[config.mk]
export PLATFORM = sky130hd
export DESIGN_NAME = fpc_rr_sched
export DESIGN_NICKNAME = d
export VERILOG_FILES = /design/src/rtl/fpc_rr_sched.sv
export SDC_FILE = /design/constraint.sdc
export NUM_CORES = 1
export LEC_CHECK = 0
export ABC_AREA = 1
export BUFFER_PORTS_ARGS = -buffer_cell sky130_fd_sc_hd__clkbuf_2
export CAP_MARGIN = 10
export CORE_MARGIN = 5
export CORE_UTILIZATION = 47
export CTS_CLUSTER_SIZE = 10
export DETAILED_ROUTE_END_ITERATION = 12
export GPL_ROUTABILITY_DRIVEN = 0
export PLACE_DENSITY = 0.82
export REMOVE_ABC_BUFFERS = 1
export SLEW_MARGIN = 0
export SYNTH_ARGS = -nofsm -noshare
export SYNTH_HDL_FRONTEND = slang
export SYNTH_SLANG_ARGS = --single-unit
export TNS_END_PERCENT = 5
[constraint.sdc]
create_clock -name clock -period 2.7 [get_ports clock]
set_input_delay 0.54 -clock clock [delete_from_list [all_inputs] [get_ports clock]]
set_output_delay 0.54 -clock clock [all_outputs]
set_load 0.02 [all_outputs]
[src/rtl/fpc_rr_sched.sv]
// Per-channel FPC read-request scheduler: issues sequential 512-byte reads up to a
// host stop pointer, bounded by outstanding-read and receive-FIFO credit limits.
`timescale 1ns/1ps
module fpc_rr_sched #(
    parameter logic [12:0] PIO_STOP = 13'd16,
    parameter logic [12:0] PIO_SRST = 13'd17,
    parameter int unsigned MAX_OUT  = 8
) (
    input  logic        clock,
    input  logic        reset,
    input  logic        pio_wvalid,
    input  logic [63:0] pio_wdata,
    input  logic [12:0] pio_addr,
    input  logic [9:0]  fifo_free,
    input  logic        cpl_done,
    output logic        rr_valid,
    output logic [63:0] rr_addr,
    input  logic        rr_ready,
    output logic [3:0]  outstanding,
    output logic [16:0] rr_block,
    output logic        busy
);

    localparam int unsigned BLK_W  = 17;
    localparam int unsigned OUT_W  = 4;
    localparam int unsigned FREE_W = 10;
    localparam int unsigned CMP_W  = FREE_W + 1;

    typedef enum logic {IDLE, REQ} state_t;

    state_t             state, state_next;
    logic               rr_valid_next;
    logic [BLK_W-1:0]   stop, stop_next, block_next;
    logic [OUT_W-1:0]   out_next;
    logic               busy_next;
    logic               stop_wr, srst_wr, handshake, cpl_take, elig;
    logic               unused_wdata;

    assign stop_wr   = pio_wvalid && (pio_addr == PIO_STOP);
    assign srst_wr   = pio_wvalid && (pio_addr == PIO_SRST);
    assign handshake = rr_valid && rr_ready;
    // A completion with nothing in flight is stray and must not underflow the count
    assign cpl_take  = cpl_done && (outstanding != '0);
    assign elig      = (rr_block != stop)
                    && (outstanding < OUT_W'(MAX_OUT))
                    && ({1'b0, fifo_free} > CMP_W'(outstanding));

    assign rr_addr      = {38'd0, rr_block, 9'd0};
    assign unused_wdata = ^{pio_wdata[63:26], pio_wdata[8:0]};

    // State register
    always_ff @(posedge clock or posedge reset) begin
        if (reset) begin
            state    <= IDLE;
            rr_valid <= 1'b0;
        end else begin
            state    <= state_next;
            rr_valid <= rr_valid_next;
        end
    end

    // Next-state logic; soft reset overrides any transition
    always_comb begin
        state_next = state;
        case (state)
            IDLE:    if (elig) state_next = REQ;
            REQ:     if (rr_ready) state_next = IDLE;
            default: state_next = IDLE;
        endcase
        if (srst_wr) state_next = IDLE;
    end

    // Output / datapath next values
    always_comb begin
        rr_valid_next = (state_next == REQ);
        block_next    = rr_block;
        stop_next     = stop;
        out_next      = outstanding;
        if (handshake) block_next = rr_block + BLK_W'(1);
        if (stop_wr)   stop_next  = pio_wdata[25:9];
        if (srst_wr) begin
            block_next = '0;
            stop_next  = '0;
        end
        case ({handshake, cpl_take})
            2'b10:   out_next = outstanding + OUT_W'(1);
            2'b01:   out_next = outstanding - OUT_W'(1);
            default: out_next = outstanding;
        endcase
        busy_next = (block_next != stop_next) || (out_next != '0);
    end

    // Datapath registers; outstanding survives soft reset so in-flight reads drain
    always_ff @(posedge clock or posedge reset) begin
        if (reset) begin
            rr_block    <= '0;
            stop        <= '0;
            outstanding <= '0;
            busy        <= 1'b0;
        end else begin
            rr_block    <= block_next;
            stop        <= stop_next;
            outstanding <= out_next;
            busy        <= busy_next;
        end
    end

endmodule

==> results_dict.tcl <==
set metrics [dict create \
    powerDensity_mw_per_mm2 612 \
    finalWirelength_um 9220 \
    track_usage_pct 19.0 \
    critPathLaunchType "flip-flop" \
    die_y_um 97.4 \
    numCtsBuffers 5 \
    hold_path.class "input port to async pin" \
    cts_max_level 2 \
    worst_pin_slew_ns 0.514 \
    setup_viol_count_final 0 \
    die_w_um 97.4 \
    syn_area_mm2 0.00359 \
    hold_violations 0 \
    synthCells 530 \
    drcViolationCount 0 \
    cp_slowest_cell "dfrtp_1" \
    stdcell_count 708 \
    drt-pass1-iter-count 7 \
    dr_total_vias 3455 \
    yosysWarnings 0 \
    power_switching_mw 1.13 \
    end_kind "flip-flop" \
    ir_worst_vdd_mv 0.266 \
    final_util_pct 54.1 \
    synth_ff_type "dfrtp_1" \
    clock_skew_ns 0.00558 \
    start_util_pct 49.0 \
    synth_async_sr_flop_share_pct 100 \
    tritoncts "done" \
    synth_edf_count 0 \
    dieArea_mm2 0.00948 \
    critPathMaxStageDelay_ns 0.41 \
    grt-ovfl-total 0 \
    core_area_mm2 0.00733 \
    leakage_nw 2.36 \
    grt_pass1_wl_um 14800 \
    outcome "finished, final reports clean" \
    clk_pin_slew_worst_paths_ns 0.09 \
    synth_area_per_cell_um2 6.77 \
    post-route-period-util_pct 95.5 \
    p_seq_share_pct 34.0 \
    clk_path_buf_depth 2 \
    synth_cell_type_count 35 \
    final.fill_count 712 \
    crit_fanout 4 \
    synth_top_cell_area_share_pct 27.9 \
    drv_slew 0 \
    clockPowerShare_pct 18.1 \
    worstPathArrival_ns 2.76 \
    tns_ns 0 \
    synth_seq_cells 40 \
    avgRoutedWirePerCell_um 13.0 \
    ys_seq_area_share_pct 27.9 \
    ant_nets 0 \
    syn_to_final_growth_pct 10.6 \
    drive_gt1_share_pct 21.5 \
    clockRootBuffer "clkbuf_8" \
    insertion_delay_ns 0.30 \
    numPortBuffers 84 \
    synth_area_leaders "dfrtp_1, nand2_1, buf_4, inv_1, nand3_1" \
    hold_buffers 0 \
    p_int_mw 1.30 \
    num_rows 31 \
    cp.required_ns 2.89 \
    io_pins 179 \
    power_mw 2.43 \
    combinationalPowerShare_pct 47.9 \
    cap_violations 0 \
    swShare_pct 46.4 \
    grt_max_degree 41 \
    path_buf_inv 1 \
    clock_sinks 40 \
    viasPerCell 4.88 \
    dp_cells 696 \
    drt-initial-drc-count 185 \
    grt_pass1_vias 3256 \
    antenna_cells_inserted 0 \
    critPathKind "flip-flop to flip-flop" \
    dp_hpwl_um 7230 \
    max_freq_ghz 0.388 \
    maxSlewHeadroom_pct 65.7 \
    cp_top_family "simple AND/OR/NAND/NOR gates" \
    nets 708 \
    crit_chain "inv_1 > a21boi_1 > ha_2 > xor2_1 > ha_1 > a21oi_1 > nand2b_1 > nand3_1 > nand2_1 > nor2_1 > nand3_1 > nor2_1 > nand2_1 > nor2_1 > nand3_1" \
    yosys.area.top_type "dfrtp_1" \
    antenna_found_initial 0 \
    min_period_ns 2.58 \
]
## layout make-up
| cell class | count | area [um^2] | area share [%] |
|---|---|---|---|
| inverter | 80 | 300 | 7.57 |
| multi-input combinational | 385 | 1930 | 48.7 |
| tap | 99 | 124 | 3.12 |
| clock buffer | 6 | 82.6 | 2.08 |
| clock inverter | 2 | 15.0 | 0.378 |
| timing repair buffer | 96 | 510 | 12.9 |
| sequential | 40 | 1000 | 25.3 |
## worst paths after layout
| kind | start | endpoint | slack [ns] | cells after the start |
|---|---|---|---|---|
| worst max-delay path | outstanding[1]$_DFF_PP0_ | busy$_DFF_PP0_ | 0.12 | 15 |
| worst min-delay path | reset | rr_block[2]$_DFF_PP0_ | 0.33 | 3 |
| worst min register to register | outstanding[3]$_DFF_PP0_ | outstanding[3]$_DFF_PP0_ | 0.58 | 2 |
| worst max register to register | outstanding[1]$_DFF_PP0_ | busy$_DFF_PP0_ | 0.12 | 15 |
| min in group clock | pio_wdata[24] | stop[15]$_DFF_PP0_ | 0.52 | 3 |
| max in group asynchronous | reset | outstanding[0]$_DFF_PP0_ | 1.99 | 3 |
## placed cells by master (no fill, tap or decap), types with 3 or more instances in the layout
cell type / instances
ha_1: 7
a21oi_1: 4
clkbuf_2: 84
o21ai_1: 3
o21ai_0: 5
dfrtp_1: 39
buf_4: 12
clkbuf_8: 6
nand3_1: 40
xnor2_1: 8
inv_1: 74
nand2_2: 4
nand4_1: 30
nor2_1: 46
a21boi_0: 5
nor2_2: 5
nand2_1: 142
xor2_1: 12
conb_1: 47
inv_2: 6
nor3_1: 7
## registers in the layout (all words and copies together), names as in the netlist
signal       count
stop            17
busy             1
state            1
rr_block        17
outstanding      4
## synth_stat cells (3+ instances only)
cell,count
nand3_1,40
o21ai_1,3
nor2_2,5
inv_1,74
o21ai_0,5
a21oi_1,4
ha_1,8
nor2_1,46
inv_2,6
dfrtp_1,40
xor2_1,12
buf_4,65
nand4_1,30
xnor2_1,8
nand2_2,4
a21boi_0,6
nand2_1,142
nor3_1,7
## worst min-delay path, cell delays in order
cell and delay, ns:
clkbuf_2 0.08, inv_1 0.04, buf_4 0.43
## what timing repair did
item / 4_1_cts / 5_1_grt
gates resized for setup: 0 / 3
setup endpoints to repair: 0 / 1
buffers inserted: 0 / 4
## per-layer routing
metal / GRT usage, % / wire (um) / vias up / part of all wire, %
li1: - / - / 1709 / -
met1: 22.9 / 3620 / 1551 / 39
met2: 33.1 / 4580 / 170 / 50
met3: 3.73 / 764 / 25 / 8.3
met4: 7.56 / 253 / 0 / 2.7
met5: 0 / 0 / - / 0
## power by group through the flow
| stage | logic (mW) | registers [mW] | clock network (mW) |
|---|---|---|---|
| 2_1_floorplan | 0.604 | 0.964 | 0 |
| 3_3_place_gp | 1.02 | 0.838 | 0 |
| 3_5_place_dp | 1.08 | 0.842 | 0 |
| 4_1_cts | 1.09 | 0.831 | 0.449 |
| 5_1_grt | 1.28 | 0.848 | 0.474 |
| 6_report | 1.16 | 0.826 | 0.439 |
## cell families after synthesis
logic type,share of synthesized area [%]
buf+inv,23.1
other cells,0.105
fa+ha+maj,2.79
xor+xnor,4.88
compound gates,4.01
flops,27.9
simple gates,37.2
## metrics by stage
step | worst slack, ns | area, um^2 | hold WS [ns]
floorplan | 0.370 | 3230 | 0.575
global placement | 0.186 | 3840 | 0.543
detailed placement | 0.0550 | 3840 | 0.552
CTS | 0.124 | 3940 | 0.352
global route | -0.0798 | 3970 | 0.373
finish | 0.123 | 3970 | 0.334
(Power assumes the default switching activity.)
